File: src/rtl/countdown_timer.sv
// ----------------------------------------------------------------------------
// countdown_timer
//   Bomb game countdown. Holds the remaining time MM:SS as four BCD digits and
//   counts down once per tick_1sec. Strikes queue extra seconds in a pending
//   penalty that is drained one second per clock. Raises warn/blink near zero
//   and reports expiry or defuse to the game FSM.
//
// Ports
//   clk, rst                 clock; asynchronous active-low reset
//   tick_1sec, tick_10ms     one-clock timebase pulses from the tick generator
//   start, pause, defuse     control pulses (priority defuse > pause > start)
//   strike                   adds PENALTY_SEC to the pending penalty (RUN only)
//   min_tens..sec_ones       remaining time, BCD
//   running/expired/defused  state levels
//   expire_pulse             one clock on entry to EXPIRED
//   warn, blink              low-time warning and its blink phase
// ----------------------------------------------------------------------------
module countdown_timer #(
    parameter int unsigned INIT_MIN    = 5,
    parameter int unsigned INIT_SEC    = 0,
    parameter int unsigned PENALTY_SEC = 10,
    parameter int unsigned WARN_SEC    = 10,
    parameter int unsigned BLINK_HALF  = 25
) (
    input  logic       clk,
    input  logic       rst,
    input  logic       tick_1sec,
    input  logic       tick_10ms,
    input  logic       start,
    input  logic       pause,
    input  logic       defuse,
    input  logic       strike,
    output logic [3:0] min_tens,
    output logic [3:0] min_ones,
    output logic [3:0] sec_tens,
    output logic [3:0] sec_ones,
    output logic       running,
    output logic       expired,
    output logic       expire_pulse,
    output logic       defused,
    output logic       warn,
    output logic       blink
);

    typedef enum logic [2:0] {
        S_IDLE,
        S_RUN,
        S_PAUSE,
        S_EXPIRED,
        S_DEFUSED
    } state_t;

    localparam logic [15:0] INIT_BCD = {4'(INIT_MIN / 10), 4'(INIT_MIN % 10),
                                        4'(INIT_SEC / 10), 4'(INIT_SEC % 10)};
    localparam logic [8:0]  PEN      = 9'(PENALTY_SEC);
    localparam int unsigned BW       = (BLINK_HALF > 1) ? $clog2(BLINK_HALF) : 1;
    localparam logic [BW-1:0] BLINK_LAST = BW'(BLINK_HALF - 1);

    state_t          r_state;
    state_t          w_state_nxt;
    logic [15:0]     r_digits;
    logic [15:0]     w_digits_nxt;
    logic [15:0]     w_dec_val;
    logic [8:0]      r_pend;
    logic [8:0]      w_pend_nxt;
    logic [9:0]      w_pend_sum;
    logic [9:0]      w_pend_add;
    logic [9:0]      w_pend_sub;
    logic            w_zero;
    logic            w_dec_req;
    logic [12:0]     w_total;
    logic            w_warn_nxt;
    logic            r_running;
    logic            r_expired;
    logic            r_expire_pulse;
    logic            r_defused;
    logic            r_warn;
    logic            r_blink;
    logic [BW-1:0]   r_blink_cnt;

    // One-second BCD decrement with borrow; caller guarantees value != 00:00.
    function automatic logic [15:0] bcd_dec(input logic [15:0] t);
        logic [3:0] mt, mo, st, so;
        {mt, mo, st, so} = t;
        if (so != 4'd0) begin
            so = so - 4'd1;
        end else begin
            so = 4'd9;
            if (st != 4'd0) begin
                st = st - 4'd1;
            end else begin
                st = 4'd5;
                if (mo != 4'd0) begin
                    mo = mo - 4'd1;
                end else begin
                    mo = 4'd9;
                    mt = mt - 4'd1;
                end
            end
        end
        return {mt, mo, st, so};
    endfunction

    always_ff @(posedge clk or negedge rst) begin
        if (!rst) begin
            r_state <= S_IDLE;
        end else begin
            r_state <= w_state_nxt;
        end
    end

    always_comb begin
        w_state_nxt  = r_state;
        w_digits_nxt = r_digits;
        w_pend_nxt   = r_pend;
        w_zero       = (r_digits == '0);
        w_dec_req    = (tick_1sec || (r_pend != '0)) && !w_zero;
        w_dec_val    = bcd_dec(r_digits);
        // A tick cycle consumes the tick itself; pend only drains on tickless cycles.
        w_pend_add   = strike ? {1'b0, PEN} : '0;
        w_pend_sub   = (w_dec_req && !tick_1sec) ? 10'd1 : 10'd0;
        w_pend_sum   = {1'b0, r_pend} + w_pend_add - w_pend_sub;

        case (r_state)
            S_IDLE: begin
                if (start) begin
                    w_state_nxt  = S_RUN;
                    w_digits_nxt = INIT_BCD;
                    w_pend_nxt   = '0;
                end
            end
            S_RUN: begin
                if (defuse) begin
                    // A decrement in the defuse cycle still lands, so a race
                    // with the final second shows 00:00 but reports DEFUSED.
                    w_state_nxt = S_DEFUSED;
                    w_pend_nxt  = '0;
                    if (w_dec_req) begin
                        w_digits_nxt = w_dec_val;
                    end
                end else if (pause) begin
                    w_state_nxt = S_PAUSE;
                end else if (w_zero) begin
                    // Only reachable when loaded with 00:00.
                    w_state_nxt = S_EXPIRED;
                    w_pend_nxt  = '0;
                end else begin
                    w_pend_nxt = w_pend_sum[9] ? 9'h1FF : w_pend_sum[8:0];
                    if (w_dec_req) begin
                        w_digits_nxt = w_dec_val;
                        if (w_dec_val == '0) begin
                            w_state_nxt = S_EXPIRED;
                            w_pend_nxt  = '0;
                        end
                    end
                end
            end
            S_PAUSE: begin
                if (defuse) begin
                    w_state_nxt = S_DEFUSED;
                    w_pend_nxt  = '0;
                end else if (start) begin
                    w_state_nxt = S_RUN;
                end
            end
            default: begin
            end
        endcase

        w_total = 13'(w_digits_nxt[15:12]) * 13'd600 + 13'(w_digits_nxt[11:8]) * 13'd60
                + 13'(w_digits_nxt[7:4]) * 13'd10 + 13'(w_digits_nxt[3:0]);
        w_warn_nxt = (w_state_nxt == S_RUN) && (32'(w_total) <= WARN_SEC);
    end

    always_ff @(posedge clk or negedge rst) begin
        if (!rst) begin
            r_digits       <= INIT_BCD;
            r_pend         <= '0;
            r_running      <= 1'b0;
            r_expired      <= 1'b0;
            r_expire_pulse <= 1'b0;
            r_defused      <= 1'b0;
            r_warn         <= 1'b0;
            r_blink        <= 1'b0;
            r_blink_cnt    <= '0;
        end else begin
            r_digits       <= w_digits_nxt;
            r_pend         <= w_pend_nxt;
            r_running      <= (w_state_nxt == S_RUN);
            r_expired      <= (w_state_nxt == S_EXPIRED);
            r_expire_pulse <= (w_state_nxt == S_EXPIRED) && (r_state != S_EXPIRED);
            r_defused      <= (w_state_nxt == S_DEFUSED);
            r_warn         <= w_warn_nxt;
            // Only pulses seen while warn is already high count toward a toggle.
            if (!w_warn_nxt) begin
                r_blink_cnt <= '0;
                r_blink     <= 1'b0;
            end else if (r_warn && tick_10ms) begin
                if (r_blink_cnt == BLINK_LAST) begin
                    r_blink_cnt <= '0;
                    r_blink     <= ~r_blink;
                end else begin
                    r_blink_cnt <= r_blink_cnt + 1'b1;
                end
            end
        end
    end

    assign {min_tens, min_ones, sec_tens, sec_ones} = r_digits;
    assign running      = r_running;
    assign expired      = r_expired;
    assign expire_pulse = r_expire_pulse;
    assign defused      = r_defused;
    assign warn         = r_warn;
    assign blink        = r_blink;

endmodule

File: config.mk
export PLATFORM = sky130hd
export DESIGN_NAME = countdown_timer
export DESIGN_NICKNAME = d
export VERILOG_FILES = /design/src/rtl/countdown_timer.sv
export SDC_FILE = /design/constraint.sdc
export NUM_CORES = 1
export LEC_CHECK = 0
export CORE_MARGIN = 4
export CORE_UTILIZATION = 65
export CTS_CLUSTER_SIZE = 8
export DETAILED_ROUTE_END_ITERATION = 7
export PLACE_DENSITY = 0.95
export SETUP_SLACK_MARGIN = 0.4
export SYNTH_ARGS = -nofsm -noshare
export SYNTH_HDL_FRONTEND = slang
export SYNTH_SLANG_ARGS = --single-unit
File: constraint.sdc
create_clock -name clk -period 17.7 [get_ports clk]
set_input_delay 3.54 -clock clk [delete_from_list [all_inputs] [get_ports clk]]
set_output_delay 3.54 -clock clk [all_outputs]
set_load 0.005 [all_outputs]
* Word level (Yosys, flattened, before mapping)
Cells that the tools add are included.
** Storage, ports and cells
- Word-level logic and storage cells :: 95
- Input bits :: 8
- Output and inout port bits :: 22
- Register bits :: 39
** Operators by class
- Add/sub/neg operators :: 10
- Magnitude comparators :: 1
- Bitwise logic cells :: 1
- Muxes and demuxes :: 40
- Eq/ne operators :: 12
- $mul :: 3
- Reduce and logical (&&, ||, !) cells :: 18
** Operators by type and width (count)
- two-way mux 16 bit :: 5
- two-way mux 9 bit :: 8
- two-way mux 4 bit :: 10
- zero test 16 bit :: 2
- case mux 16 bit (2 select lines) :: 1
- case mux 9 bit (3 select lines) :: 1
- two-way mux 3 bit :: 7
- subtractor 4 x 1 -> 4 bit (second input constant) :: 4
- two-way mux 5 bit :: 3
- adder 13 x 10 -> 13 bit :: 1
- adder 13 x 4 -> 13 bit :: 1
- adder 13 x 8 -> 13 bit :: 1
- less-or-equal comparator 13 x 4 -> 1 bit (second input constant) :: 1
- nonzero test 4 bit :: 3
- adder 9 x 4 -> 10 bit :: 1
- multiplier 4 x 7 -> 10 bit (second input constant) :: 1
- subtractor 10 x 1 -> 10 bit :: 1
- case mux 3 bit (3 select lines) :: 1
- nonzero test 9 bit :: 1
- multiplier 4 x 4 -> 8 bit (second input constant) :: 1
- multiplier 4 x 3 -> 7 bit (second input constant) :: 1
- equality test 3 x 1 -> 1 bit (second input constant) :: 2
- equality test 3 x 2 -> 1 bit (second input constant) :: 2
- adder 5 x 1 -> 5 bit (second input constant) :: 1
- 15 further kinds :: 25

* Longest topological paths before layout
Gate-level depths: netlist of the first run.
- Depth after elaboration :: 17
- Depth in mapped cells :: 28
- Gate-level depth less buffers :: 27

* Worst setup path before layout of the first run
No wires, ideal clock.
- Path type :: input-to-reg
- Start :: input defuse
- End :: register r_blink_cnt[3]
- Data arrival time :: 9846 ps
- Buffers on the path :: 3
- Stages :: 25
- Setup time :: 73 ps
- Required time :: 17627 ps
- Setup slack :: 7781 ps
- Cell sequence :: clkbuf_1 nor2b_1 a21oi_1 and2_1 clkbuf_1 nand2_1 or3_1 o21ai_0 fa_1 fa_1 ha_1 a21o_1 a21oi_1 xnor2_1 fa_1 ha_1 ha_1 o21a_1 nor3_1 o31ai_1 a21oi_1 xor3_1 or4_1 buf_6 a21oi_2
** Between the ends
- Cells in the longest elaborated chain, start to end :: 9
- Elaborated cells between the ends (all ways) :: 16
- Classes of those cells :: add/sub: 3; mul: 3; order compare: 1; eq/ne: 2; mux: 6; reduce/logical: 1
** Ends and longest elaborated chain
- start: declaration :: RTL line 31 : input logic defuse,
- two-way mux 16 bit (*) :: RTL line 133 : if (defuse) begin
- case mux 16 bit (2 select lines) (*) :: RTL line 124 : case (r_state)
- net w_digits_nxt[9] :: RTL line 62 : logic [15:0] w_digits_nxt;
- multiplier 4 x 4 -> 8 bit (*) :: RTL line 170 : w_total = 13'(w_digits_nxt[15:12]) * 13'd600 + 13'(w_digits_nxt[11:8]) * 13'd60
- adder 13 x 10 -> 13 bit (*) :: RTL line 170
- adder 13 x 8 -> 13 bit (*) :: RTL line 171 : + 13'(w_digits_nxt[7:4]) * 13'd10 + 13'(w_digits_nxt[3:0]);
- adder 13 x 4 -> 13 bit (*) :: RTL line 171
- less-or-equal comparator 13 x 4 -> 1 bit (*) :: RTL line 172 : w_warn_nxt = (w_state_nxt == S_RUN) && (32'(w_total) <= WARN_SEC);
- logical AND 1 bit (*) :: RTL line 172
- inequality test 2 x 1 -> 1 bit (no line) or two-way mux 5 bit (tied branches)
- end signal: assignment :: RTL line 203 : r_blink_cnt <= r_blink_cnt + 1'b1;
- end: declaration :: RTL line 79 : logic [BW-1:0] r_blink_cnt;
The timed path passes the listed nets; every way through them passes the cells marked *.
A chain may end at the register's enable or synchronous reset.

* Final worst setup path of the first run
- Start :: input defuse
- End :: register r_blink_cnt[4]
Same word-level chain as after synthesis.

==> flow_metrics.env, run 1 <==
export IMPL_slew_violations=0
export IMPL_antenna_found_initial=0
export IMPL_drt_wl_total_mm=10.3
export IMPL_critPathCaptureType="flop"
export IMPL_grt_busiest_layer="met2"
export IMPL_setup_viol=0
export IMPL_post_cts_resized=0
export IMPL_hold_path_end="r_pend[3]$_DFFE_PN0P_"
export IMPL_cpLargestDelayFamily="adder cells"
export IMPL_grt_max_degree=40
export IMPL_clock_path_buffers=2
export IMPL_start_util=0.685
export IMPL_fin_area_um2=4580
export IMPL_first_iter_violations=446
export IMPL_cpMaxStageDelayCell="or4_1"
export IMPL_finalPower_uw=954
export IMPL_ant_nets=0
export IMPL_synth_seq_cells=39
export IMPL_tightest_slew_ps=970
export IMPL_layout_cells_most_common_list="ha_1 (66), inv_1 (53), dfrtp_1 (37)"
export IMPL_cts_buffers_inserted=5
export IMPL_ir_drop_mv=0.480
export IMPL_finalCritPeriodShare=0.608
export IMPL_fin_skew_ps=6.81
export IMPL_dp_cells=563
export IMPL_synthesis_area_um2=4150
export IMPL_p_leak_nw=2.18
export IMPL_synth_cells=467
export IMPL_nNetsFinal=585
export IMPL_reg2reg_depth=24
export IMPL_yosys_warnings=0
export IMPL_fin_crit_ps=10760
export IMPL_n_antenna_cell=0
export IMPL_async_reset_ff_frac=1.00
export IMPL_grt_pass1_wl_mm=17.7
export IMPL_critical_path_max_stage_delay_ps=730
export IMPL_min_path_type="flop to flop"
export IMPL_clk_transition_reported_paths_ps=90
export IMPL_cts_root_buf="clkbuf_8"
export IMPL_syn2layout_area_growth_pct=10.4
export IMPL_fmax_ghz=0.0929
export IMPL_drive_above_1_share=0.0565
export IMPL_synth_xor_area_frac=0.0479
export IMPL_crit_chain="clkdlybuf4s50_1, nor2b_1, a21oi_1, and2_1, nand2_1, or3_1, o21ai_0, fa_1, fa_1, ha_1, a21o_1, a21oi_1, xnor2_1, fa_1, ha_1, ha_1, o21a_1, nor3_1, o31ai_1, a21oi_1, xor3_1, or4_1, a21oi_2"
export IMPL_r2r_setup_slack_ps=9750
export IMPL_vias=3755
export IMPL_drv_cap=0
export IMPL_timing_rr_end="r_blink_cnt[4]$_DFFE_PN0P_"
export IMPL_dieWidth_um=87.9
export IMPL_die_area_um2=7730
export IMPL_min_path_cells=1
export IMPL_hp_start="r_pend[3]$_DFFE_PN0P_"
export IMPL_drt_pre_antenna_iters=5
export IMPL_io_pins=30
export IMPL_path_max_fanout=9
export IMPL_syn_num_nets=557
export IMPL_place_port_buffers=29
export IMPL_synthSimpleGateAreaFrac=0.179
export IMPL_gp_congestion=0.920
export IMPL_synth_edff_count=0
export IMPL_clk_latency_ps=300
export IMPL_finalHoldViolCount=0
export IMPL_via_per_inst=6.58
export IMPL_layoutNonFillerInstCount=571
export IMPL_yosysSeqAreaShare=0.236
export IMPL_crit_path_start_kind="input pin"
export IMPL_core_um2=6060
export IMPL_wl_per_cell_um=18.0
export IMPL_grt_util_met3=0.0461
export IMPL_die_h_um=87.9
export IMPL_status="finished clean"
export IMPL_cts_max_level=2
export IMPL_rows=28
export IMPL_dp_hpwl_mm=8.16
export IMPL_crit_required_ps=17930
export IMPL_synth_main_ff_cell="dfrtp_1"
export IMPL_rsz0062_at_grt="no"
export IMPL_synthDistinctLibCells=65
export IMPL_synth_adder_area_share=0.276
export IMPL_grt_overflow_total=0
export IMPL_fin_setup_tns_ps=0
export IMPL_synth_compound_area_frac=0.197
export IMPL_placed_cell_area_um2=4490
export IMPL_drc=0
export IMPL_grt_pass1_vias=3767
export IMPL_avgSynthCellArea_um2=8.88
export IMPL_crit_arrival_ps=10990
export IMPL_cts_tree="done"
export IMPL_grt_util_met2=0.516
export IMPL_grt_use_met1=0.362
export IMPL_grtUsageTotal=0.292
export IMPL_power_density_nw_per_um2=208
export IMPL_slew_headroom=0.348
export IMPL_clkSinkCount=39
export IMPL_crit_buf_inv=1
export IMPL_post_cts_buffers=0
export IMPL_critical_path_class="input pin to flop"
export IMPL_r2r_start="r_digits[8]$_DFF_PN1_"
export IMPL_layout_commonest_cell="ha_1"
export IMPL_synth_top_family_by_area="adder cells"
export IMPL_fillCellCount=435
export IMPL_hold_buffers=0
export IMPL_fin_worst_hold_slack_ps=550
export IMPL_muxShareOfSynthArea=0.00513
## stage by stage
stage	setup WS (ps)	utilization
2_1_floorplan	7780	-
4_1_cts	7030	0.756
3_5_place_dp	6730	0.741
3_3_place_gp	7000	0.741
6_report	6940	0.756
5_1_grt	6370	0.756
## per-layer routing
metal / up-vias / wire length [um] / part of all wire
li1: 1743 / - / -
met1: 1790 / 4030 / 0.39
met2: 191 / 5240 / 0.51
met3: 31 / 729 / 0.071
met4: 0 / 275 / 0.027
met5: - / 0 / 0
## final cells by class
cell class                 instances  area [um2]  share of cell area
multi-input combinational        366        2930               0.639
sequential                        39         978               0.214
timing repair buffer              30         293              0.0639
inverter                          53         199              0.0434
tap                               75        93.8              0.0205
clock buffer                       5        68.8              0.0150
clock inverter                     3        20.0             0.00437
## report_power, final
| group | leakage [nW] | internal (mW) | switching (mW) | total, mW |
|---|---|---|---|---|
| combinational | 1.62 | 0.335 | 0.432 | 0.767 |
| sequential | 0.520 | 0.102 | 0.0221 | 0.124 |
| clock | 0.0402 | 0.0275 | 0.0359 | 0.0634 |
## worst reg2reg max path, delay by kind of cell (launching register included)
family	cells	cell delay (ps)
adder cells (fa/ha/maj)	7	2700
AND/OR/NAND/NOR	7	2410
AO/OA/AOI/OAI	7	1690
flip-flops	1	620
XOR/XNOR	2	400
buffers and inverters	1	70
## cells by family after synthesis
group | Yosys count
mux | 2
xor+xnor | 21
compound gates | 126
simple gates | 135
buf+inv | 62
flops | 39
fa+ha+maj | 82
## Yosys cell counts (all sizes together), types with 8 or more instances
cell	number	area [um2]
dfrtp	37	926
a22o	8	70.1
inv	53	199
fa	16	320
o21ai	33	165
nor4	9	83.8
ha	66	826
nor2	34	135
xnor2	13	114
nand2	28	105
nor3	12	60.1
a21oi	33	176
## how the worst max path moves through the flow
| stage | startpoint | to | depth (start not counted) |
|---|---|---|---|
| after floorplan | defuse | r_blink_cnt[3]$_DFFE_PN0P_ | 25 |
| after global placement | defuse | r_blink_cnt[4]$_DFFE_PN0P_ | 23 |
| after detailed placement | defuse | r_blink_cnt[3]$_DFFE_PN0P_ | 23 |
| after CTS | defuse | r_blink_cnt[1]$_DFFE_PN0P_ | 23 |
| after global routing | defuse | r_blink_cnt[3]$_DFFE_PN0P_ | 25 |
| final | defuse | r_blink_cnt[4]$_DFFE_PN0P_ | 23 |
## registers in the layout, indices dropped and copies added, names as in the netlist
| register | count |
|---|---|
| blink | 1 |
| defused | 1 |
| expire_pulse | 1 |
| expired | 1 |
| r_blink_cnt | 5 |
| r_digits | 16 |
| r_pend | 9 |
| r_state | 3 |
| running | 1 |
| warn | 1 |
Power figures use the tool's default switching activity.
==> run 2, diff against run 1 <==
- CORE_UTILIZATION: 65 -> 60
- PLACE_DENSITY: 0.95 -> 0.92
- clock period: 17.7 -> 11.05 ns (I/O delays scaled with it)
==> run 2 against run 1 <==
Against the previous run:
- die area up 7.6%
- critical path depth up 2
- critical endpoint is now r_blink_cnt[1]$_DFFE_PN0P_
- register-to-register slack worse by 6700 ps
- sequential cell count unchanged
- combinational power up 60%
- core utilization down 7.0 points
- global-route usage down 3.8 points
- routed wire length down 3.0%
- highest routed layer unchanged
- sequential share of layout area down 0.23 points
- via count down 1.3%
==> flow_metrics.env, run 2 (synthesis results as in run 1) <==
export IMPL_status="finished clean"
export IMPL_layoutNonFillerInstCount=576
export IMPL_finalPower_mw=1.57
export IMPL_timing_rr_end="r_blink_cnt[1]$_DFFE_PN0P_"
export IMPL_grt_overflow_total=0
export IMPL_dp_hpwl_mm=7.80
export IMPL_via_per_inst=6.43
export IMPL_die_area_um2=8310
export IMPL_hold_buffers=0
export IMPL_ir_drop_mv=0.501
export IMPL_setup_slack_ps=1490
export IMPL_start_util=0.614
export IMPL_finalHoldViolCount=0
export IMPL_crit_path_start_kind="input pin"
export IMPL_crit_path_end="r_blink_cnt[1]$_DFFE_PN0P_"
export IMPL_gp_congestion=0.908
export IMPL_path_max_fanout=9
export IMPL_clock_path_buffers=2
export IMPL_p_leak_nw=2.20
export IMPL_setup_viol=0
export IMPL_place_port_buffers=29
export IMPL_grt_max_degree=40
export IMPL_drc=0
export IMPL_antenna_found_initial=0
export IMPL_placed_cell_area_um2=4500
export IMPL_fin_skew_ps=7.30
export IMPL_min_path_type="flop to flop"
export IMPL_r2r_start="r_digits[8]$_DFF_PN1_"
export IMPL_grt_pass1_vias=3797
export IMPL_drt_pre_antenna_iters=5
export IMPL_clkSinkCount=39
export IMPL_slew_headroom=0.358
export IMPL_reg_top3="r_digits (16), r_pend (9), r_blink_cnt (5)"
export IMPL_n_antenna_cell=0
export IMPL_core_um2=6760
export IMPL_drt_wl_total_mm=9.97
export IMPL_post_cts_buffers=0
export IMPL_largest_reg_flops=16
export IMPL_fin_crit_ps=9560
export IMPL_cts_root_buf="clkbuf_8"
export IMPL_layout_commonest_cell="ha_1"
export IMPL_dp_worst_setup_slack_ps=1380
export IMPL_syn2layout_area_growth_pct=11.6
export IMPL_cts_max_level=2
export IMPL_grt_pass1_wl_mm=17.5
export IMPL_wl_per_cell_um=17.3
export IMPL_crit_path_start="defuse"
export IMPL_cts_buffers_inserted=5
export IMPL_post_cts_resized=0
export IMPL_regMostFlops="r_digits"
export IMPL_vias=3706
export IMPL_critPathCaptureType="flop"
export IMPL_io_pins=30
export IMPL_finalCritPeriodShare=0.865
export IMPL_critical_path_class="input pin to flop"
export IMPL_ant_nets=0
export IMPL_dieWidth_um=91.2
export IMPL_drive_above_1_share=0.0544
export IMPL_dp_cells=568
export IMPL_nNetsFinal=585
export IMPL_power_density_nw_per_um2=340
export IMPL_first_iter_violations=361
export IMPL_fin_util=0.686
export IMPL_reg2reg_depth=26
export IMPL_fillCellCount=517
export IMPL_clk_transition_reported_paths_ps=80
export IMPL_rows=30
export IMPL_fmax_ghz=0.105
export IMPL_rsz0062_at_grt="no"
export IMPL_slew_violations=0
export IMPL_fin_setup_tns_ps=0
export IMPL_clk_latency_ps=290
export IMPL_die_h_um=91.2
export IMPL_tightest_slew_ps=956
export IMPL_crit_arrival_ps=9780
export IMPL_grtUsageTotal=0.255
export IMPL_layout_cells_most_common_list="ha_1 (66), inv_1 (53), dfrtp_1 (37)"
export IMPL_cts_tree="done"
export IMPL_drv_cap=0
export IMPL_fin_area_um2=4630
export IMPL_fin_worst_hold_slack_ps=550
export IMPL_crit_required_ps=11270
export IMPL_r2r_setup_slack_ps=3030
run 2: cell types whose count changed in the layout (fill, tap and decap cells not counted):
cell        previous run  this run
bufinv_16              0         2
clkinvlp_4             2         0
clkbuf_1               0         1
clkinv_2               1         0
run 2: final cells by class:
cell class	count	area [um2]	area share
Multi-Input combinational cell	366	2930	0.632
Sequential cell	39	978	0.211
Timing Repair Buffer	30	293	0.0632
Inverter	53	199	0.0429
Tap cell	80	100	0.0216
Clock buffer	6	72.6	0.0157
Clock inverter	2	60.1	0.0130
run 2: worst max-delay path, cell delays in order:
cell             delay, ps
clkdlybuf4s50_1        660
nor2b_1                120
a21oi_1                210
and2_1                 290
nand2_1                240
or3_1                  480
o21ai_0                610
fa_1                   560
fa_1                   490
ha_1                   310
a21o_1                 160
a21oi_1                250
o21bai_1               100
a21oi_1                180
xnor2_1                160
ha_1                   260
ha_1                   300
ha_1                   260
nor4_1                 320
o21a_1                 200
o31ai_1                 90
a21oi_1                170
xor3_1                 230
or4_1                  720
a21oi_2                180
run 2: where the power goes:
| group | internal (mW) | total (mW) | switching, mW |
|---|---|---|---|
| combinational | 0.541 | 1.23 | 0.690 |
| sequential | 0.164 | 0.200 | 0.0366 |
| clock | 0.0903 | 0.142 | 0.0513 |
run 2: metal layers:
metal / part of all wire / global-route usage / wire (um)
met2: 0.51 / 0.455 / 5050
met1: 0.41 / 0.313 / 4120
met3: 0.055 / 0.0307 / 546
met4: 0.025 / 0.0967 / 252
met5: 0 / 0 / 0
run 2: how the worst min path moves through the flow:
stage / startpoint / endpoint / slack [ps] / depth (start not counted)
after floorplan: r_pend[1]$_DFFE_PN0P_ / r_pend[1]$_DFFE_PN0P_ / 500 / 1
after global placement: r_pend[3]$_DFFE_PN0P_ / r_pend[3]$_DFFE_PN0P_ / 520 / 1
after detailed placement: r_pend[3]$_DFFE_PN0P_ / r_pend[3]$_DFFE_PN0P_ / 530 / 1
after CTS: r_pend[1]$_DFFE_PN0P_ / r_pend[1]$_DFFE_PN0P_ / 550 / 1
after global routing: r_pend[4]$_DFFE_PN0P_ / r_pend[4]$_DFFE_PN0P_ / 580 / 1
final: r_pend[1]$_DFFE_PN0P_ / r_pend[1]$_DFFE_PN0P_ / 550 / 1
==> edit 1, RTL diff (settings of run 2) <==
The parameter `BLINK_HALF` goes from 25 to 50.
--- a/src/rtl/countdown_timer.sv
+++ b/src/rtl/countdown_timer.sv
@@ -20,7 +20,7 @@
     parameter int unsigned INIT_SEC    = 0,
     parameter int unsigned PENALTY_SEC = 10,
     parameter int unsigned WARN_SEC    = 10,
-    parameter int unsigned BLINK_HALF  = 25
+    parameter int unsigned BLINK_HALF  = 50
 ) (
     input  logic       clk,
     input  logic       rst,
Check against the original RTL: same outputs for any inputs over 10 cycles, from zero or initial values and one cycle with rst low; that may be too few to reach the edited logic, so the function may still have changed.
==> edit 1 against run 2 <==
  * Synthesized cell count is 3.0% lower
  * Clock skew grew 2.5 ps
  * Critical path type unchanged
  * Synthesized area down 0.93%
  * Setup slack worse by 87 ps
  * Final area down 0.30%
  * Wire length shrank 1.7%
  * Hold slack improved by 15 ps
  * Global-route usage decreased by 1.1 points
  * Cell count shrank 3.0%
  * Sequential cell count is 1 higher
Power is left out: the tool's default activity adds up to more than one toggle a clock period on the data nets, which glitch-free logic cannot reach.
==> edit 1: results (changes against run 2) <==
Worst setup path
  • Crit-path max cell delay: 630 ps (-90 ps)
  • Crit path launch: start
  • Worst path top cell family by delay: compound AO/OA/AOI/OAI gates
  • CP max stage cell: clkdlybuf4s50_1
  • R2R Setup Slk: 3110 ps (+80 ps)
  • R2R cell count: 24 (-7.7%)
  • RR Startpoint: r_state[0]
  • Largest fanout on the critical path: 8 (-1)
  • Worst EP arrival: 9830 ps (+50 ps)

Synth
  • Main area contributors after synthesis: dfrtp_1 23%, ha_1 20%, fa_1 7.8%, inv_1 4.9%, o21ai_0 3.9%
  • Post-synth cell types: 67 (+3.1%)
  • Syn nets: 543 (-2.5%)
  • Post-synthesis instance total: 453 (-3.0%)

Placement
  • Dpl ws: 1343 ps (-40.60 ps)
  • # placed instances: 551 (-3.0%)
  • Gpl congestion: 0.9010 (-0.73%)

Drt
  • Initial DRC count: 329 (-8.9%)
  • Avg Vias per Cell: 6.440 (about the same)
  • Final wirelength: 9.794 mm (-1.7%)

Timing
  • WHS: 565.1 ps (+14.90 ps)
  • Slew @ Worst Pin: 907.5 ps (-48.10 ps)
  • Final period util: 87.31% (+0.79 points)

Global route
  • First-pass GRT wire length: 16.75 mm (-4.3%)
  • Global-route usage over all layers: 24.36% (-1.1 points)

Layout
  • Fin cells: 559 (-3.0%)
  • Final #Nets: 571 (-2.4%)
  • Ratio of cells with drive above 1 in the final layout: 4.357% (-1.1 points)
  • Largest registers: r_digits: 16 flops, r_pend: 9 flops, r_blink_cnt: 6 flops

Run status
  • Status: finished, final reports clean

Worst hold path
  • HP Start: r_pend[4]
  • Hold Path End: r_pend[4]
==> edit 1: per-layer routing <==
layer,share of wire [%],global-route usage [%],up-vias
met5,0,0,-
met1,40,29.94,1695
met3,5.9,3.000,34
met2,51,42.87,177
li1,-,-,1694
met4,3.0,10.20,0
==> edit 1: cell families after synthesis <==
| kind of cell | after synthesis | synth area share (%) |
|---|---|---|
| adders and majority gates | 82 | 27.88 |
| buffers and inverters | 63 | 5.814 |
| xor gates and xnor gates | 26 | 5.875 |
| DFF | 40 | 24.41 |
| AOI/OAI and AO/OA | 123 | 20.43 |
| and+or+nand+nor | 118 | 15.34 |
| muxes | 1 | 0.2435 |
==> edit 1: final cells by class <==
cell class                 count  share of cell area, %
inverter                      55                  4.470
timing repair buffer          29                  6.177
multi-input combinational    350                  62.10
sequential                    40                  21.73
clock inverter                 3                  1.951
tap                           77                  2.086
clock buffer                   5                  1.490
==> edit 2, RTL diff (settings of run 2) <==
Without the edit above. Encoding of `state_t`: now one-hot (5 bits for 5 states).
--- a/src/rtl/countdown_timer.sv
+++ b/src/rtl/countdown_timer.sv
@@ -42,12 +42,12 @@
     output logic       blink
 );
 
-    typedef enum logic [2:0] {
-        S_IDLE,
-        S_RUN,
-        S_PAUSE,
-        S_EXPIRED,
-        S_DEFUSED
+    typedef enum logic [4:0] {
+        S_IDLE    = 5'b00001,
+        S_RUN     = 5'b00010,
+        S_PAUSE   = 5'b00100,
+        S_EXPIRED = 5'b01000,
+        S_DEFUSED = 5'b10000
     } state_t;
 
     localparam logic [15:0] INIT_BCD = {4'(INIT_MIN / 10), 4'(INIT_MIN % 10),
Function: same outputs for any inputs over 4 cycles, from zero or initial values and one cycle with rst low; so few cycles prove little.
==> edit 2 against run 2 <==
  * Setup slack better by 970 ps
  * Wire length decreased by 0.41%
  * Hold slack gained 8.1 ps
  * Sequential cell count grew 2
  * Register-to-register slack better by 540 ps
  * Via count shrank 0.27%
  * Final area up 1.8%
  * Synthesized area grew 2.2%
  * Critical endpoint is now r_blink_cnt[3]
  * Largest cell class unchanged
Power is left out: it rests on default switching activity, and per cell area and clock period it moved more than threefold.
==> edit 2: results (changes against run 2) <==
Run status
  • Status: finished, final reports clean

Placement
  • Buffers on Ports: 29 (unchanged)
  • # placed instances: 582 (+2.5%)
  • Dpl hpwl: 7.723 mm (-1.0%)
  • Gpl congestion: 0.9468 (+4.3%)

Clock network
  • H-tree levels: 2 (unchanged)
  • CTS Buf Count: 5 (unchanged)
  • Clk_lat worst skew: 310 ps (+20 ps)
  • Clock Path Buffers: 2 (unchanged)
  • Clk slew on worst S/H paths: 100 ps (+20 ps)

Worst setup path
  • RR Endpoint: r_blink_cnt[3]
  • RR Startpoint: r_digits[9]
  • R2R cell count: 26 (unchanged)
  • R2R Setup Slk: 3570 ps (+540 ps)
  • Largest fanout on the critical path: 15 (+6)
  • Worst EP arrival: 8810 ps (-970 ps)

Timing
  • Slew @ Worst Pin: 1055 ps (+99.43 ps)
  • Clk_skew: 9.755 ps (+2.451 ps)
  • WHS: 558.3 ps (+8.104 ps)

Global route
  • First-pass GRT wire length: 17.35 mm (-0.83%)
  • Largest net degree at the start of global routing: 42 (+5.0%)
  • Global-route usage over all layers: 24.77% (-0.72 points)
  • Vias in the first global route: 3,761 (-0.95%)
  • Initial antenna violation count: 0 (unchanged)

Drt
  • Avg Vias per Cell: 6.264 (-2.6%)
  • Initial DRC count: 300 (-17%)
  • Wire per inst: 16.83 um (-2.8%)
  • TritonRoute pass-1 iters: 5 (unchanged)
  • Final wirelength: 9.927 mm (-0.41%)

Synth
  • Main area contributors after synthesis: dfrtp_1 22%, ha_1 19%, fa_1 7.6%, inv_1 4.5%, xor2_1 2.9%
  • Part of the Yosys area used for sequential elements: 24.29% (+0.71 points)
  • Mux share of post-synthesis cell area: 1.889% (+1.4 points)
  • Post-synth cell types: 62 (-4.6%)
  • Post-Synth Adder-Cell Area: 27.04% (-0.59 points)
  • Synth top cells by count: 66 x ha_1, 51 x inv_1, 38 x dfrtp_1
  • Synth Area in XOR/XNOR: 5.726% (+0.93 points)
  • Async S/R FF share, synth: 100.0% (unchanged)
  • Compound-gate portion of the synthesized area: 16.06% (-3.7 points)
  • Post-synthesis instance total: 467 (unchanged)

Layout
  • Layout fillers: 510 (-1.4%)
  • Largest registers: r_digits: 16 flops, r_pend: 9 flops
  • Ratio of cells with drive above 1 in the final layout: 5.668% (+0.22 points)

Worst hold path
  • HP Start: r_pend[4]
  • Hold Path End: r_pend[4]
[edit 2: through the flow]
step	area, sq um	setup WS, ps
final	4717	2458
after global routing	4717	1855
after CTS	4717	2522
after detailed placement	4602	2206
after global placement	4602	2434
after floorplan	4239	3244
[edit 2: area by class of cell]
cell class,instances,area share (%)
Multi-Input combinational cell,364,62.92
Sequential cell,41,21.83
Timing Repair Buffer,30,6.207
Inverter,51,4.058
Tap cell,96,2.546
Clock buffer,5,1.459
Clock inverter,3,0.9814
[edit 2: worst max-delay path by stage]
| stage | cells after the start | end | start |
|---|---|---|---|
| global route | 25 | r_blink_cnt[3] | tick_1sec |
| finish | 22 | r_blink_cnt[3] | start |
| global placement | 22 | r_blink_cnt[3] | start |
| CTS | 22 | r_blink_cnt[3] | start |
| floorplan | 22 | r_blink_cnt[3] | start |
| detailed placement | 22 | r_blink_cnt[1] | start |
[edit 2: routing by layer]
metal / track usage, % / part of all wire [%]
met3: 3.445 / 5.7
met1: 31.36 / 42
met2: 43.13 / 50
met4: 8.663 / 2.0
met5: 0 / 0
[edit 2: logic make-up after synthesis]
kind of cell               after synthesis
and+or+nand+nor                        148
AOI/OAI and AO/OA                      100
adders and majority gates               82
buffers and inverters                   62
DFF                                     41
xor gates and xnor gates                26
muxes                                    8
[edit 2: worst max-delay path, cell delays in order]
cell and delay (ps):
clkdlybuf4s50_1 480, or4b_2 620, nand2b_1 440, nand2_1 240, o22ai_1 180, fa_1 560, fa_1 510, inv_1 70
ha_1 260, a21o_1 150, a21oi_1 230, xnor2_1 180, fa_1 460, ha_1 300, ha_1 360, a21o_1 180
a21oi_1 180, a21oi_1 100, or3_1 350, a21oi_1 150, o2111ai_1 280, a211oi_1 290
